### config.mk
export PLATFORM = sky130hd
export DESIGN_NAME = alu_pipe
export DESIGN_NICKNAME = d
export VERILOG_FILES = /design/src/rtl/alu_pkg.sv /design/src/rtl/alu_core.sv /design/src/rtl/alu_pipe.sv
export SDC_FILE = /design/constraint.sdc
export NUM_CORES = 1
export LEC_CHECK = 0
export CAP_MARGIN = 20
export CORE_MARGIN = 4
export CORE_UTILIZATION = 45
export CTS_CLUSTER_DIAMETER = 200
export DETAILED_ROUTE_END_ITERATION = 10
export GPL_ROUTABILITY_DRIVEN = 0
export PLACE_DENSITY_LB_ADDON = 0.15
export SYNTH_ARGS = -nofsm -noshare
export SYNTH_HDL_FRONTEND = slang
export SYNTH_SLANG_ARGS = --single-unit
### constraint.sdc
create_clock -name clk -period 6.2 [get_ports clk]
set_input_delay 1.24 -clock clk [delete_from_list [all_inputs] [get_ports clk]]
set_output_delay 1.24 -clock clk [all_outputs]
set_load 0.01 [all_outputs]
### src/rtl/alu_pkg.sv
`default_nettype none
// ============================================================================
// Module      : alu_pkg
// Description : Shared constants for the pipelined ALU: opcode encodings and
//               the bit positions inside the 5-bit flags word
//               {op_err, neg, zero, carry, ovf}.
// Revision    : 1.0 - initial release
// ============================================================================
package alu_pkg;

    localparam int unsigned c_nb_flags = 5;

    // Opcode encodings (6-bit, MIPS-style function codes)
    localparam logic [5:0] c_op_add = 6'b100000;
    localparam logic [5:0] c_op_sub = 6'b100010;
    localparam logic [5:0] c_op_and = 6'b100100;
    localparam logic [5:0] c_op_or  = 6'b100101;
    localparam logic [5:0] c_op_xor = 6'b100110;
    localparam logic [5:0] c_op_nor = 6'b100111;
    localparam logic [5:0] c_op_srl = 6'b000010;
    localparam logic [5:0] c_op_sra = 6'b000011;

    // Flag bit indices
    localparam int unsigned c_flag_ovf    = 0;
    localparam int unsigned c_flag_carry  = 1;
    localparam int unsigned c_flag_zero   = 2;
    localparam int unsigned c_flag_neg    = 3;
    localparam int unsigned c_flag_op_err = 4;

endpackage : alu_pkg
`default_nettype wire

### src/rtl/alu_core.sv
`default_nettype none
// ============================================================================
// Module      : alu_core
// Description : Purely combinational ALU datapath. Computes the result and
//               the {op_err, neg, zero, carry, ovf} flags for one operation.
// Ports       : i_dato_a  - first operand
//               i_dato_b  - second operand / unsigned shift amount
//               i_opcode  - operation select
//               o_result  - result
//               o_flags   - status flags
// Revision    : 1.0 - initial release
// ============================================================================
module alu_core
    import alu_pkg::*;
#(
    parameter int NB_DATA   = 8,
    parameter int NB_OPCODE = 6
) (
    input  logic [NB_DATA-1:0]    i_dato_a,
    input  logic [NB_DATA-1:0]    i_dato_b,
    input  logic [NB_OPCODE-1:0]  i_opcode,
    output logic [NB_DATA-1:0]    o_result,
    output logic [c_nb_flags-1:0] o_flags
);

    // NB_DATA always fits in NB_DATA bits because NB_DATA >= 4
    localparam logic [NB_DATA-1:0] c_shift_limit = NB_DATA'(NB_DATA);

    logic [NB_DATA:0]   w_sum;
    logic [NB_DATA:0]   w_diff;
    logic [NB_DATA-1:0] w_res;
    logic               w_carry;
    logic               w_ovf;
    logic               w_err;
    logic               w_big_shift;
    logic               w_a_msb;
    logic               w_b_msb;

    assign w_sum       = {1'b0, i_dato_a} + {1'b0, i_dato_b};
    // Top bit of the extended difference is the unsigned borrow
    assign w_diff      = {1'b0, i_dato_a} - {1'b0, i_dato_b};
    assign w_big_shift = (i_dato_b >= c_shift_limit);
    assign w_a_msb     = i_dato_a[NB_DATA-1];
    assign w_b_msb     = i_dato_b[NB_DATA-1];

    always_comb begin
        w_res   = '0;
        w_carry = 1'b0;
        w_ovf   = 1'b0;
        w_err   = 1'b0;
        case (i_opcode)
            NB_OPCODE'(c_op_add): begin
                w_res   = w_sum[NB_DATA-1:0];
                w_carry = w_sum[NB_DATA];
                // Same-sign operands producing an opposite-sign result
                w_ovf   = (w_a_msb == w_b_msb) && (w_sum[NB_DATA-1] != w_a_msb);
            end
            NB_OPCODE'(c_op_sub): begin
                w_res   = w_diff[NB_DATA-1:0];
                w_carry = w_diff[NB_DATA];
                w_ovf   = (w_a_msb != w_b_msb) && (w_diff[NB_DATA-1] != w_a_msb);
            end
            NB_OPCODE'(c_op_and): w_res = i_dato_a & i_dato_b;
            NB_OPCODE'(c_op_or):  w_res = i_dato_a | i_dato_b;
            NB_OPCODE'(c_op_xor): w_res = i_dato_a ^ i_dato_b;
            NB_OPCODE'(c_op_nor): w_res = ~(i_dato_a | i_dato_b);
            NB_OPCODE'(c_op_srl): begin
                w_res = w_big_shift ? '0 : (i_dato_a >> i_dato_b);
            end
            NB_OPCODE'(c_op_sra): begin
                w_res = w_big_shift ? {NB_DATA{w_a_msb}}
                                    : $unsigned($signed(i_dato_a) >>> i_dato_b);
            end
            default: w_err = 1'b1;
        endcase
    end

    always_comb begin
        o_flags                = '0;
        o_flags[c_flag_ovf]    = w_ovf;
        o_flags[c_flag_carry]  = w_carry;
        o_flags[c_flag_zero]   = (w_res == '0);
        o_flags[c_flag_neg]    = w_res[NB_DATA-1];
        o_flags[c_flag_op_err] = w_err;
    end

    assign o_result = w_res;

endmodule : alu_core
`default_nettype wire

### src/rtl/alu_pipe.sv
`default_nettype none
// ============================================================================
// Module      : alu_pipe
// Description : Two-stage valid/ready ALU pipeline. Stage 1 registers the
//               operands and opcode, stage 2 registers result and flags.
//               One operation per cycle, two cycles of latency.
// Ports       : clk, rst            - clock, synchronous active-high reset
//               in_valid/in_ready   - input handshake
//               dato_a, dato_b      - operands (dato_b = shift amount)
//               opcode              - operation select
//               out_valid/out_ready - output handshake
//               out, flags          - result, {op_err, neg, zero, carry, ovf}
// Revision    : 1.0 - initial release
// ============================================================================
module alu_pipe
    import alu_pkg::*;
#(
    parameter int NB_DATA   = 8,
    parameter int NB_OPCODE = 6
) (
    input  logic                  clk,
    input  logic                  rst,
    input  logic                  in_valid,
    output logic                  in_ready,
    input  logic [NB_DATA-1:0]    dato_a,
    input  logic [NB_DATA-1:0]    dato_b,
    input  logic [NB_OPCODE-1:0]  opcode,
    output logic                  out_valid,
    input  logic                  out_ready,
    output logic [NB_DATA-1:0]    out,
    output logic [c_nb_flags-1:0] flags
);

    logic                  r_s1_valid;
    logic [NB_DATA-1:0]    r_s1_a;
    logic [NB_DATA-1:0]    r_s1_b;
    logic [NB_OPCODE-1:0]  r_s1_op;
    logic                  r_s2_valid;
    logic [NB_DATA-1:0]    r_out;
    logic [c_nb_flags-1:0] r_flags;

    logic [NB_DATA-1:0]    w_res;
    logic [c_nb_flags-1:0] w_flags;
    logic                  w_s2_load;
    logic                  w_s1_load;

    // A stage may load when it is empty or its contents leave this cycle
    assign w_s2_load = !r_s2_valid || out_ready;
    assign w_s1_load = !r_s1_valid || w_s2_load;
    assign in_ready  = !rst && w_s1_load;

    always_ff @(posedge clk) begin
        if (rst) begin
            r_s1_valid <= 1'b0;
        end else if (w_s1_load) begin
            r_s1_valid <= in_valid;
            if (in_valid) begin
                r_s1_a  <= dato_a;
                r_s1_b  <= dato_b;
                r_s1_op <= opcode;
            end
        end
    end

    alu_core #(
        .NB_DATA   (NB_DATA),
        .NB_OPCODE (NB_OPCODE)
    ) u_alu_core (
        .i_dato_a (r_s1_a),
        .i_dato_b (r_s1_b),
        .i_opcode (r_s1_op),
        .o_result (w_res),
        .o_flags  (w_flags)
    );

    // Result registers only change on a load with a valid operation, so the
    // output holds steady while the downstream stalls.
    always_ff @(posedge clk) begin
        if (rst) begin
            r_s2_valid <= 1'b0;
            r_out      <= '0;
            r_flags    <= '0;
        end else if (w_s2_load) begin
            r_s2_valid <= r_s1_valid;
            if (r_s1_valid) begin
                r_out   <= w_res;
                r_flags <= w_flags;
            end
        end
    end

    assign out_valid = r_s2_valid;
    assign out       = r_out;
    assign flags     = r_flags;

endmodule : alu_pipe
`default_nettype wire

# == Word level (Yosys, flattened, before mapping) ==
# Index checks and enable logic that the tools add are counted.
# classes
n_eq_ne,12
n_lt_le_gt_ge,1
mul,0
bitwise_logic,5
shift,2
n_reduce_logical,12
add_sub_neg,2
div,0
n_mux,6
# op_table
cell,n
8-bit case mux with 8 select lines,1
"6-bit equality test, second input constant",6
8-bit 2-to-1 mux,2
"6-bit by 2-bit equality test with 1-bit output, second input constant",2
8-bit by 8-bit adder with 9-bit output,1
8-bit by 8-bit subtractor with 9-bit output,1
8-bit AND,1
"8-bit by 4-bit >= comparator with 1-bit output, second input constant",1
8-bit logical NOT,1
8-bit NOT,1
8-bit bitwise OR,1
8-bit OR reduction,1
8-bit by 8-bit right shift with 8-bit output,1
8-bit by 8-bit >>> shifter with 8-bit output,1
8-bit XOR,1
1-bit case mux with 2 select lines,2
1-bit logical AND,3
1-bit logical NOT,3
1-bit inequality test,3
3-bit AND reduction,1
1-bit logical OR,2
2-bit AND reduction,1
1-bit equality test,1
1-bit 2-to-1 mux,1
1-bit NOT,1
# totals
memories,0
output_inout_bits,15
ff_bits,37
word_cells,47
romBits,0
mem_bits_rw,0
inputBits,26
latch_bits,0

# == Logic depth before layout (Yosys ltp) ==
# logic_depth
word_depth,4
depth_mapped,12
ltp_nobuf,11

# == Modules after synthesis ==
# A second synthesis with hierarchy kept.
# unflattened
hier_cells,363
hier_area_um2,3395.8
# modules_own_cells
mod,seq_area_each_um2,n_inst,cells_each,area_each_um2
alu_core,0.0,1,274,2048.2
alu_pipe,960.9,1,89,1347.5

# == Worst setup path before layout ==
# Ideal clock, no wire load.
# synth_timing
kind,register to register
startpoint,register r_s1_b[1]
endpoint,register r_flags[2] (netlist: flags[2])
setup_time_ns,0.071
path_buffers,0
path_stages_with_launch,11
arrival_ns,2.742
setup_slack_ns,3.387
path_cell_list,edfxtp_1 inv_1 ha_1 o21ba_2 or4_1 a31oi_1 mux2i_1 xnor2_1 o21ai_0 or4_1 a21oi_1
# synth_via
elab_chain_len,4
word_cells_on_any_way,13
# synth_lines
item,line_no,text
from (decl),alu_pipe.sv:36,logic [NB_DATA-1:0] r_s1_b;
from (signal assigned),alu_pipe.sv:59,r_s1_b <= dato_b;
8-bit by 4-bit >= comparator with 1-bit output (tied with other cells),alu_core.sv:42,assign w_big_shift = (i_dato_b >= c_shift_limit);
8-bit 2-to-1 mux (tied with other cells),alu_core.sv:71,w_res = w_big_shift ? {NB_DATA{w_a_msb}}
8-bit case mux with 8 select lines *,alu_core.sv:51,case (i_opcode)
8-bit logical NOT *,alu_core.sv:82,o_flags[c_flag_zero] = (w_res == '0);
to (signal assigned),alu_pipe.sv:87,r_flags <= w_flags;
to (decl),alu_pipe.sv:40,logic [c_nb_flags-1:0] r_flags;
# Every way passes the cells marked *; elsewhere a longest branch is shown, timed or not.
# A chain may end at the register's enable or synchronous reset.

# == Worst setup path in the final report ==
# layout_timing
startpoint,input port rst
endpoint,output port in_ready
# layout_via
elab_chain_len,2
# layout_lines
item,line_no,text
from (decl),alu_pipe.sv:22,"input logic rst,"
1-bit logical NOT,alu_pipe.sv:50,assign in_ready = !rst && w_s1_load;
1-bit logical AND,alu_pipe.sv:50,
to (decl),alu_pipe.sv:24,"output logic in_ready,"
# Every way passes these cells.

==> metrics.yaml <==
status: "finished, final reports clean"
tritoncts: "done"
initial_core_util_pct: 46.62
finalWirelength_mm: 7.329
path_common_cell: "clkdlybuf4s50_1"
period_minus_slack_ps: 3970
hold_violations: 0
coreArea_um2: 6422
tns_ps: 0
drtIter0Drc: 244
cp.required_ps: 4960
tightestPinTransition_ps: 1017
setup_viol: 0
powerDensity_nw_per_um2: 177.3
cts_num_sinks: 36
diodes: 0
synth_area_um2: 2994
cts_buffers: 5
crit_slowest_cell: "clkdlybuf4s50_1"
min_path_type: "flop to flop"
cap_violations: 0
htreeDepth: 2
synth_common_cells: "nor2_1 (30), ha_1 (25), edfxtp_1 (22), inv_1 (22)"
grt_max_degree: 32
use_met3_pct: 3.650
synth_compound_area_share_pct: 20.43
clk_pin_slew_ps: 80
grt_pass1_vias: 2379
synthSimpleGateAreaFrac_pct: 17.55
synth_seq_area_share_pct: 31.42
async_reset_ff_share_pct: 0
cts_resized: 0
slew_viol_final: 0
pwr-share-seq_pct: 45.0
yosys.area.top_type: "edfxtp_1"
yosysWarnings: 0
clkPwrFrac_pct: 33.8
clockBufferDepth: 2
grt_pass1_wl_mm: 12.14
antenna_found_initial: 0
synth_area_leaders: "edfxtp_1 (22%), ha_1 (10%), dfxtp_1 (9.4%)"
cts_setup_buffers: 0
power_w: 0.0006281
die_w_um: 89.57
synth_edf_count: 22
period_share_pct: 64.04
finClkSkew_ps: 4.173
io_buffers: 40
grt_use_met1_pct: 27.06
synth-adder-area-share_pct: 11.78
critPathKind: "input port to primary output"
grtUsageMet2_pct: 31.85
fmax_ghz: 0.2519
die_area_um2: 8023
ir_drop_mv: 0.09407
synth-seq-cells: 36
ant_nets: 0
sw_frac_of_total_pct: 27.80
syn_inst: 322
place_hpwl_mm: 5.621
viasPerCell: 5.863
area_growth_pct: 18.30
wl_per_cell_um: 17.00
crit_chain: "clkdlybuf4s50_1 -> a21oi_1 -> clkdlybuf4s50_1"
hold_buffers: 0
end_kind: "primary output"
busiest_layer: "met2"
grt.total_usage_pct: 19.77
num_rows: 29
slew_headroom_pct: 31.57
vias: 2527
ios: 41
synthMuxAreaShare_pct: 8.107
p_leak_nw: 1.406
crit_path_start_kind: "input port"
r2r_setup_slack_ps: 2690
cpPeakStageDelay_ps: 660
ys_types: 61
synthXorXnorAreaFrac_pct: 4.973
critPathArrivalTime_ps: 2730
power_switching_w: 0.0001746
yosysMostFrequentCell: "nor2_1"
gr-total-overflow: 0
drc_errors: 0
worstSkewPairLatency_ps: 300
power_frac_comb_pct: 21.2
cp_max_fo: 15
syn-mean-instance-area_um2: 9.299
nNetsFinal: 406
drive_gt1_share_pct: 7.345
intPower_w: 0.0004535
ys.flop_type: "edfxtp_1"
dr.pass1.iters: 4
root_buffer: "clkbuf_8"
synth_nets: 375
synth_top_family_by_area: "compound AO/OA/AOI/OAI gates"
synth_top_area_share_pct: 22.06
rsz0062_at_grt: "false"
die_h_um: 89.57
[cell usage in the layout, fill, tap and decap left out, types with 8 or more instances in the layout]
master           netlist  final
dfxtp_1               14     14
nand2_1               17     17
edfxtp_1              22     22
clkdlybuf4s50_1        0     40
ha_1                  25     25
o22ai_1                8      8
o21ai_0               12     12
nor2_1                30     30
nor3_1                 9      9
mux2i_1               13     13
inv_1                 22     22
a21oi_1               17     17
xnor2_1               15     15
[path summary, 6_finish.rpt]
path	from	endpoint	cells after the start
worst max-delay path	rst	in_ready	3
worst min-delay path	flags[2]$_SDFFE_PP0P_	flags[2]$_SDFFE_PP0P_	2
worst max register to register	r_s1_b[1]$_DFFE_PP_	flags[2]$_SDFFE_PP0P_	10
worst min register to register	flags[2]$_SDFFE_PP0P_	flags[2]$_SDFFE_PP0P_	2
[cell type report]
cell class                 instances  area (um2)
tap                               77       96.34
clock inverter                     3       41.29
multi-input combinational        245        1882
clock buffer                       5       68.82
sequential                        36       940.9
timing repair buffer              43       430.4
inverter                          22       82.58
fill                             611        2880
[logic make-up after synthesis]
| kind of cell | count (synthesis) |
|---|---|
| AO/OA/AOI/OAI | 83 |
| XOR/XNOR | 17 |
| adder cells (fa/ha/maj) | 27 |
| buffers and inverters | 41 |
| flip-flops | 36 |
| multiplexers | 20 |
| AND/OR/NAND/NOR | 98 |
[layer usage]
metal	routed length, um	up-vias
met3	394	13
met2	3411	89
met5	0	-
met1	3373	1173
met4	150	0
li1	-	1252
[sequential cells by signal, indices dropped and copies added (netlist names)]
| signal | count |
|---|---|
| r_s1_b | 8 |
| out | 7 |
| r_s1_op | 6 |
| out_valid | 1 |
| flags | 5 |
| r_s1_valid | 1 |
| r_s1_a | 8 |
[critical path, delay by kind of cell]
family	cells	cell delay, ps
AO/OA/AOI/OAI	1	260
buffers and inverters	2	1230
[stage by stage]
| stage | cells | util [%] | area [um2] | hold WS (ps) | worst slack (ps) |
|---|---|---|---|---|---|
| after global routing | 431 | 55.15 | 3542 | 535.7 | 2111 |
| after global placement | 422 | 53.20 | 3417 | 465.5 | 2235 |
| after floorplan | 322 | - | 2994 | 478.2 | 3387 |
| after detailed placement | 422 | 53.20 | 3417 | 472.6 | 2209 |
| after CTS | 430 | 54.92 | 3527 | 485.8 | 2210 |
| final | 431 | 55.15 | 3542 | 487.6 | 2230 |
[power groups by stage]
stage                     registers (W)  clock network, W   logic, W
final                          0.000283          0.000212   0.000133
after global routing           0.000285          0.000230   0.000147
after CTS                      0.000283          0.000218   0.000132
after detailed placement       0.000288                 0   0.000131
after global placement         0.000288                 0   0.000129
after floorplan                0.000283                 0  0.0000873
(Power assumes the default switching activity.)
